$ cat config.mk
export PLATFORM = sky130hd
export DESIGN_NAME = bidirectional_piso_serializer
export DESIGN_NICKNAME = d
export VERILOG_FILES = /design/src/rtl/bidirectional_piso_serializer.sv
export SDC_FILE = /design/constraint.sdc
export NUM_CORES = 1
export LEC_CHECK = 0
export CAP_MARGIN = 20
export CORE_AREA = 2 2 44 46
export DETAILED_ROUTE_END_ITERATION = 16
export DIE_AREA = 0 0 46 48
export GPL_TIMING_DRIVEN = 0
export HOLD_SLACK_MARGIN = 0.03
export PLACE_DENSITY = 0.79
export SYNTH_ARGS = -nofsm -noshare
export SYNTH_HDL_FRONTEND = slang
export SYNTH_SLANG_ARGS = --single-unit
export TNS_END_PERCENT = 30
$ cat constraint.sdc
create_clock -name clock -period 2.1 [get_ports clock]
set_input_delay 0.42 -clock clock [delete_from_list [all_inputs] [get_ports clock]]
set_output_delay 0.42 -clock clock [all_outputs]
set_load 0.03 [all_outputs]
$ cat src/rtl/bidirectional_piso_serializer.sv
// rtl/bidirectional_piso_serializer.sv - parallel-in serial-out shifter with per-word MSB/LSB-first order
module bidirectional_piso_serializer #(
  parameter int WIDTH = 8
) (
  input  logic             clock,
  input  logic             rst,
  input  logic [WIDTH-1:0] din,
  input  logic             mode,
  input  logic             load_valid,
  output logic             load_ready,
  output logic             dout,
  output logic             dout_valid,
  output logic             busy,
  output logic             done
);

  localparam int CW = (WIDTH > 1) ? $clog2(WIDTH) : 1;
  localparam logic [CW-1:0] LAST = CW'(WIDTH - 1);

  typedef enum logic {
    IDLE  = 1'b0,
    SHIFT = 1'b1
  } state_t;

  state_t           state;
  logic [WIDTH-1:0] shreg;
  logic             mode_q;
  logic [CW-1:0]    count;
  logic             last_bit;

  // The final bit of a frame is the only SHIFT cycle where a new word may be taken.
  assign last_bit   = (state == SHIFT) && (count == LAST);

  // All outputs derive from registers only, so they are glitch-free relative to inputs.
  assign dout       = (state == SHIFT) ? (mode_q ? shreg[WIDTH-1] : shreg[0]) : 1'b0;
  assign dout_valid = (state == SHIFT);
  assign busy       = (state == SHIFT);
  assign done       = last_bit;
  assign load_ready = (state == IDLE) || last_bit;

  // Frame sequencer: load on handshake, shift toward the output end, reload back-to-back on the last bit.
  always_ff @(posedge clock) begin
    if (!rst) begin
      state  <= IDLE;
      shreg  <= '0;
      mode_q <= 1'b0;
      count  <= '0;
    end else begin
      case (state)
        IDLE: begin
          if (load_valid) begin
            shreg  <= din;
            mode_q <= mode;
            count  <= '0;
            state  <= SHIFT;
          end
        end
        SHIFT: begin
          if (last_bit && load_valid) begin
            shreg  <= din;
            mode_q <= mode;
            count  <= '0;
          end else begin
            shreg <= mode_q ? {shreg[WIDTH-2:0], 1'b0} : {1'b0, shreg[WIDTH-1:1]};
            if (last_bit) begin
              count <= '0;
              state <= IDLE;
            end else begin
              count <= count + 1'b1;
            end
          end
        end
        default: begin
          state <= IDLE;
          count <= '0;
        end
      endcase
    end
  end

endmodule

==> results, run 1 <==
- The flow ran to the end, and the final reports show no timing, DRC or antenna violations.
- The switching part of the total is 28.52%.
- The die height is 48 µm.
- The top cell type by area accounts for 35.43% of the synthesized area.
- The final setup violation count is 0.
- The type of the worst setup path is reg2out.
- The endpoint arrival time on the critical path is 1.58 ns.
- The worst setup path is launched from a flop.
- The upper clock frequency limit is 0.5000 GHz.
- The CTS sink count is 13.
- The leading cell type by number of instances after synthesis is sky130_fd_sc_hd__dfxtp_1.
- The deepest clock path buffer count is 2.
- Dividing the synthesized area by the synthesized cell count gives 9.181 µm².
- The buffer type at the clock tree root is sky130_fd_sc_hd__clkbuf_4.
- The starting utilization of the core area is 43.48%.
- The post-synthesis async set-or-reset flop share is 0%.
- The number of global-route vias before repair is 603.
- Entering global routing, the biggest net connects 11 pins.
- Routability-driven placement finished with a final weighted congestion of 0.8004.
- The share of layout cells above drive strength 1 is 14.00%.
- The largest total area in the synthesized netlist belongs to sky130_fd_sc_hd__dfxtp_1.
- Using the TritonRoute via totals, the vias-per-cell ratio works out to 5.573.
- The total track usage is 16.99%.
- Setup repair after global routing left no endpoint under its margin.
- The worst hold slack is 0.5404 ns.
- For the pin with the worst max-slew slack, the measured transition is 0.4027 ns.
- Once layout is complete, the utilization of the core stands at 55.93%.
- The number of antenna-violating nets in the routed design is 0.
- Compared with the post-synthesis result, the final layout area differs by 28.62%.
- In this run, the combinational gates consume 23.3% of the power.
- Sorting the synthesized cells by how often they occur yields sky130_fd_sc_hd__dfxtp_1, sky130_fd_sc_hd__mux2i_1, sky130_fd_sc_hd__o21ai_1.
- The hold violation count in the final report is 0.
- The total overflow reported by the global router is 0.
- The number of max-capacitance violations reported is 0.
- In this run the number of H-tree levels came out at 1.
- For the worst setup path, the data required time is 1.68 ns.
- The total half-perimeter wirelength after legalization and detailed placement is 1134 µm.
- In this run, distinct cell masters in the synthesized netlist total 24.
- Synthesis handed over a netlist of 80 instances.
- The worst register-to-register path has a depth of 5.
- The number of antenna violations at the first check in global routing was 0.
- For this run, design rule violations remaining after detail routing come to 0.
- For the final database, setup skew stands at 0.001402 ns.
- The capture endpoint of the worst hold path is count[1]$_SDFFE_PN0P_.
- The maximum ir drop on the vdd rail is 0.0003301 V.
- Cell internal power was estimated by the tool at 0.0004095 W.
- Clock latency on the worst-skew pair, taken at its later pin, is 0.28 ns.
- The total negative setup slack is 0 ns.
- The CTS tree is done.
- Power spread over the standard cell area amounts to 606.5 mW/mm².
- The number of nets in the finished design is 115.
- The wire length of the first global-routing pass is 2622 µm.
- The startpoint of the worst hold path is count[1]$_SDFFE_PN0P_.
- The detailed router's first-iteration violation count is 11.
- Of all nets on the critical path, the largest fanout is 10.
- The register area share after synthesis is 35.43%.
- The number of max-slew violations in the final report came to 0.
- Clock tree synthesis inserted a total of 3 buffers.
- The I/O pin count is 17.
- After detailed routing, the total wire length is 1643 µm.
- The number of standard-cell rows in the floorplan is 15.
- The launch point of the worst reg-to-reg path is count[0]$_SDFFE_PN0P_.
- The die outline width is 46 µm.
- In this run the static leakage power is 0.3904 nW.
- Of the total power, registers draw 48.8%.
- The floorplan step defined a die boundary enclosing 0.002208 mm².
- In this run the tool buffered the top-level ports with 16 buffer cells.
- The worst path in the final design needs a cycle of 2.000 ns, including I/O delays and setup.
- Setup slack on the worst reg-to-reg path comes out at 0.67 ns.
- The type of the most critical hold path is reg2reg.
- The overall via count from detail_route is 652.
- The number of nets handed over by synthesis was 94.
- 0 antenna diodes ended up in the layout.
- In this run, the clock network consumes 27.9% of the power.
- Before antenna repair, the detailed router went through 4 iterations.
- The kind of end point of the critical path is an output pin.
- The analysis attributes to net switching a power of 0.0001634 W.
- After clock tree synthesis, the flow added hold-fix buffers numbering 0.
- In this run, synthesis inferred 0 flip-flops with an integrated enable.
- In this run the critical register-to-register path is captured at shreg[7]$_SDFFE_PN0P_.
- The flip-flop and latch count after synthesis is 13.
- After detailed routing, the average wire length per cell comes to 14.04 µm.
- The cell area that synthesis handed to floorplanning was 734.5 µm².
- Ranked by total cell area, the synthesized netlist is headed by sky130_fd_sc_hd__dfxtp_1, sky130_fd_sc_hd__mux2i_1, sky130_fd_sc_hd__a22o_1, sky130_fd_sc_hd__nand2b_1, sky130_fd_sc_hd__o21ai_1.
- Counting instances, the worst hold path has a depth of 2.
- The main flop type after synthesis is sky130_fd_sc_hd__dfxtp_1.
- The yosys synthesis warning count is 0.
- In the finished design, the share of the clock period the worst path needs comes to 95.25%.
- The launching element of the worst setup path is count[0]$_SDFFE_PN0P_.
- The area inside the core boundary is 0.001689 mm².
- The clock-pin slew on the worst setup and hold paths is 0.08 ns.
- The worst relative slew slack is 73.16%.
## power by group through the flow
stage	Sequential, W	Combinational [W]	Clock [W]
6_report	0.000280	0.000133	0.000160
5_1_grt	0.000281	0.000147	0.000173
4_1_cts	0.000279	0.000133	0.000166
3_5_place_dp	0.000284	0.000133	0
3_3_place_gp	0.000284	0.000131	0
2_1_floorplan	0.000283	0.0000849	0
## flip-flops by register name (all words and copies together) (netlist names)
register	count
busy	1
count	3
mode_q	1
shreg	8
## area by class of cell
class / count / area [µm²]
multi-input combinational: 59 / 436.7
sequential: 13 / 260.3
tap: 17 / 21.27
timing repair buffer: 16 / 158.9
clock buffer: 4 / 26.28
buffer: 6 / 33.78
fill: 146 / 744.5
inverter: 2 / 7.507
## how the worst max path moves through the flow
| stage | endpoint | cells past startpoint |
|---|---|---|
| final | load_ready | 5 |
| after global routing | load_ready | 5 |
| after CTS | load_ready | 5 |
| after detailed placement | load_ready | 5 |
| after global placement | load_ready | 5 |
| after floorplan | dout | 2 |
## per-layer routing
layer | GRT usage (%) | share of wire, %
met3 | 3.396 | 3.7
met4 | 9.143 | 1.3
met5 | 0 | 0
met1 | 20.77 | 46
met2 | 28.06 | 49
## cell usage in the layout (no fill, tap or decap)
master                            count
sky130_fd_sc_hd__a21oi_1              6
sky130_fd_sc_hd__nand2b_1             6
sky130_fd_sc_hd__a22o_1               6
sky130_fd_sc_hd__buf_4                2
sky130_fd_sc_hd__ha_2                 1
sky130_fd_sc_hd__or2_1                1
sky130_fd_sc_hd__and2_1               2
sky130_fd_sc_hd__nor2b_1              4
sky130_fd_sc_hd__clkbuf_2             1
sky130_fd_sc_hd__o21ai_1              7
sky130_fd_sc_hd__dlygate4sd2_1        2
sky130_fd_sc_hd__nand3_1              1
sky130_fd_sc_hd__clkdlybuf4s50_1     13
sky130_fd_sc_hd__a21boi_1             2
sky130_fd_sc_hd__nor2b_4              1
sky130_fd_sc_hd__clkbuf_1             2
sky130_fd_sc_hd__o21a_1               1
sky130_fd_sc_hd__buf_2                2
sky130_fd_sc_hd__a32o_1               1
sky130_fd_sc_hd__clkbuf_4             3
sky130_fd_sc_hd__dfxtp_1             13
sky130_fd_sc_hd__o31a_1               1
sky130_fd_sc_hd__ha_1                 1
sky130_fd_sc_hd__mux2i_1             10
sky130_fd_sc_hd__inv_2                2
sky130_fd_sc_hd__a22oi_1              2
sky130_fd_sc_hd__a21boi_2             1
sky130_fd_sc_hd__and3_1               2
sky130_fd_sc_hd__clkdlybuf4s15_2      1
sky130_fd_sc_hd__nor2_1               3
## through the flow
stage	instances	instance area, µm²	total power (W)	setup WS, ns
after floorplan	80	734.5	0.0003679	0.3245
after global placement	113	915.9	0.0004145	-0.01602
after detailed placement	113	915.9	0.0004178	-0.03412
after CTS	117	942.2	0.0005780	0.01712
after global routing	117	944.7	0.0006011	0.02221
final	117	944.7	0.0005729	0.09985
## timing repair
action | 4_1_cts | 5_1_grt
resized for setup | 6 | 1
setup endpoints to repair | 3 | 2
setup buffers | 0 | 0
## critical path, cell delays in order, from the launching register on
cell and delay [ns]:
sky130_fd_sc_hd__dfxtp_1 0.33, sky130_fd_sc_hd__ha_1 0.20, sky130_fd_sc_hd__ha_2 0.22, sky130_fd_sc_hd__nor2b_4 0.15, sky130_fd_sc_hd__inv_2 0.11, sky130_fd_sc_hd__clkdlybuf4s15_2 0.30
## kinds of logic after synthesis
| family | count (synthesis) | share of synthesized area, % |
|---|---|---|
| buffers and inverters | 8 | 5.452 |
| multiplexers | 10 | 13.63 |
| adder cells (fa/ha/maj) | 2 | 3.407 |
| AO/OA/AOI/OAI | 27 | 25.21 |
| AND/OR/NAND/NOR | 20 | 16.86 |
| flip-flops | 13 | 35.43 |
Power figures use the tool's default switching activity.
==> run 2: changes to the inputs <==
--- a/config.mk
+++ b/config.mk
@@ -9,7 +9,6 @@
 export CORE_AREA = 2 2 44 46
 export DETAILED_ROUTE_END_ITERATION = 16
 export DIE_AREA = 0 0 46 48
-export GPL_TIMING_DRIVEN = 0
 export HOLD_SLACK_MARGIN = 0.03
 export PLACE_DENSITY = 0.79
 export SYNTH_ARGS = -nofsm -noshare
==> results, run 2 (synthesized netlist as in run 1, its figures left out) <==
- The area overhead of the layout relative to synthesis is 27.60%.
- The post-detailed-route via-to-cell ratio is 5.543.
- After routing the design area is 937.1 µm².
- The share of the clock period used by the worst path is 94.49%.
- The starting utilization of the core area is 43.48%.
- The number of standard-cell rows in the floorplan is 15.
- The repair_antennas step left the layout with diodes totalling 0.
- The sequential cells in the finished layout cover a total of 260.3 µm².
- The area of the die is 0.002208 mm².
- Counting the buffers created by CTS gives 3.
- TritonCTS built the clock tree.
- The static power due to leakage is 0.3849 nW.
- The hold violation count in the final report is 0.
- The critical path is of the reg2out type.
- The kind of end point of the critical path is an output pin.
- After detailed routing, the average wire length per cell comes to 13.48 µm.
- The number of global-route vias before repair was 620.
- The number of antenna-violating nets in the routed design is 0.
- The overall via count from detail_route is 643.
- The maximum number of pins on one net before global-route repair is 14.
- The post-CTS setup buffer count is 0.
- Global routing finished with a remaining overflow of 0.
- Max-cap violations in this run came to 0.
- Counting I/O delays and the setup requirement, the final critical path takes 1.984 ns.
- The register with the most flip-flops is shreg.
- At the end of routability-driven placement, the weighted congestion stood at 0.7833.
- At the pin with the least slew margin, the transition time is 0.3848 ns.
- The worst-case IR drop observed on VDD is 0.0002239 V.
- In the global route stage, met1 resource usage came out at 18.39%.
- The signal on the critical path passes through nor2b_1 > clkdlybuf4s50_1.
- The global routing met2 resource utilization is 26.94%.
- The clock drives 13 sinks.
- Setup repair after global routing left no endpoint under its margin.
- The worst relative slew slack is 74.26%.
- The die outline width is 46 µm.
- The largest single stage delay on the critical path is 0.67 ns.
- In the final layout, the multi-input gates occupy 434.2 µm².
- From bottom edge to top edge, the die measures 48 µm.
- The total half-perimeter wirelength after legalization and detailed placement is 1164 µm.
- Static timing analysis puts the maximum clock frequency at 0.5040 GHz.
- The largest registers in the layout are shreg: 8 flops, count: 3 flops.
- The total area inside the core boundary comes to 0.001689 mm².
- The share of layout cells above drive strength 1 is 14.14%.
- The deepest clock path buffer count is 2.
- In this run the count of I/O pins placed on the die edge is 17.
- The number of max-slew violations in the final report was 0.
- On the critical path the largest part of the delay comes from buffers and inverters.
- The endpoint arrival time on the critical path is 1.56 ns.
- The cell with the largest stage delay on the worst path is sky130_fd_sc_hd__clkdlybuf4s50_1.
- The most used routing layer is met2.
- The flip-flop count of the largest register, all copies and words added is 8.
- The total length of routed wires is 1564 µm.
- The clock reaches the later pin of the worst-skew pair after 0.28 ns.
- For the worst setup path, the data required time is 1.68 ns.
- The total track usage is 15.79%.
- The wire length of the first global-routing pass is 2484 µm.
- The number of buffer cells added on primary ports is 16.
- The most common library cell in the layout ignoring fill and taps is sky130_fd_sc_hd__clkdlybuf4s50_1.
- In the layout the commonest cells are sky130_fd_sc_hd__clkdlybuf4s50_1, sky130_fd_sc_hd__dfxtp_1, sky130_fd_sc_hd__mux2i_1.
- For met3 alone, demand over resource in global routing was 2.642%.
- The number of remaining DRC errors is 0.
- For this design the ratio of total power to cell area is 606.6 mW/mm².
- The number of buffers and inverters on the critical path is 1.
- STA classifies the critical path startpoint as a flop.
- The total negative setup slack is 0 ns.
- The post-route clock skew is 0.002439 ns.
- The detailed router's first-iteration violation count is 14.
- The fill cell instance count of the final layout is 145.
- The buffer type at the clock tree root is sky130_fd_sc_hd__clkbuf_4.
- The pre-antenna-repair detailed-routing pass consisted of 4 iterations.
- Setup violations remaining at the end of the flow were counted as 0.
- The critical-path maximum fanout is 8.
- The type of the most critical hold path is reg2reg.
- In the final design database the tool counted 114 nets.
- The number of antenna violations at the first check in global routing is 0.
- In this run the number of H-tree levels came out at 1.
- The clock-pin slew on the worst setup and hold paths is 0.08 ns.
- The cell area reported after detailed placement is 920.9 µm².
- The run finished with clean final reports.
-- run 2: cell types whose count changed in the layout (fill, tap and decap cells not counted), sizes merged --
cell / before / now
dlygate4sd2: 2 / 0
buf: 4 / 5
clkdlybuf4s15: 1 / 0
clkdlybuf4s50: 13 / 14
-- run 2: metrics by stage --
step                cells  hold slack, ns  setup WS [ns]  total power (W)  utilization [%]
floorplan              80          0.4920         0.3245        0.0003679                -
global placement      112          0.5071         0.1247        0.0004166            54.52
detailed placement    112          0.5272        0.05185        0.0004193            54.52
CTS                   116          0.5468        0.02372        0.0005730            55.93
global route          116          0.5781        0.03085        0.0006009            55.48
finish                116          0.5426         0.1157        0.0005685            55.48
-- run 2: worst reg2reg max path, cell delays in order, from the launching register on --
cell                      delay (ns)
sky130_fd_sc_hd__dfxtp_1        0.33
sky130_fd_sc_hd__ha_1           0.20
sky130_fd_sc_hd__ha_1           0.27
sky130_fd_sc_hd__nor2b_4        0.18
sky130_fd_sc_hd__inv_2          0.05
sky130_fd_sc_hd__buf_4          0.16
sky130_fd_sc_hd__a22o_1         0.23
sky130_fd_sc_hd__a21oi_1        0.12
-- run 2: report_power, final --
group	total, W	internal [W]	switching (W)
logic	0.000132	0.0000724	0.0000593
registers	0.000281	0.000265	0.0000164
clock network	0.000156	0.0000737	0.0000820
-- run 2: final timing paths --
| check | from | endpoint | slack (ns) | depth (start not counted) |
|---|---|---|---|---|
| worst min register to register | shreg[3]$_SDFFE_PN0P_ | shreg[3]$_SDFFE_PN0P_ | 0.54 | 2 |
| worst max register to register | count[0]$_SDFFE_PN0P_ | shreg[2]$_SDFFE_PN0P_ | 0.49 | 7 |
| worst max-delay path | busy$_SDFF_PN0_ | dout | 0.12 | 2 |
| worst min-delay path | shreg[3]$_SDFFE_PN0P_ | shreg[3]$_SDFFE_PN0P_ | 0.54 | 2 |
-- run 2: routing by layer --
layer  vias to the layer above  wire length [µm]
li1                        326                 -
met1                       294               728
met2                        19               741
met3                         4                59
met4                         0                35
met5                         -                 0
-- run 2: timing repair --
| item | CTS | global route |
|---|---|---|
| setup endpoints to repair | 2 | 2 |
| gates resized for setup | 2 | 4 |
| hold buffers | 0 | 0 |
-- run 2: layout make-up --
class	instances	area share [%]
clock buffers	4	2.804
repair buffers	21	20.03
flip-flops and latches	13	27.77
well taps	17	2.270
multi-input cells	59	46.33
inverters	2	0.8011
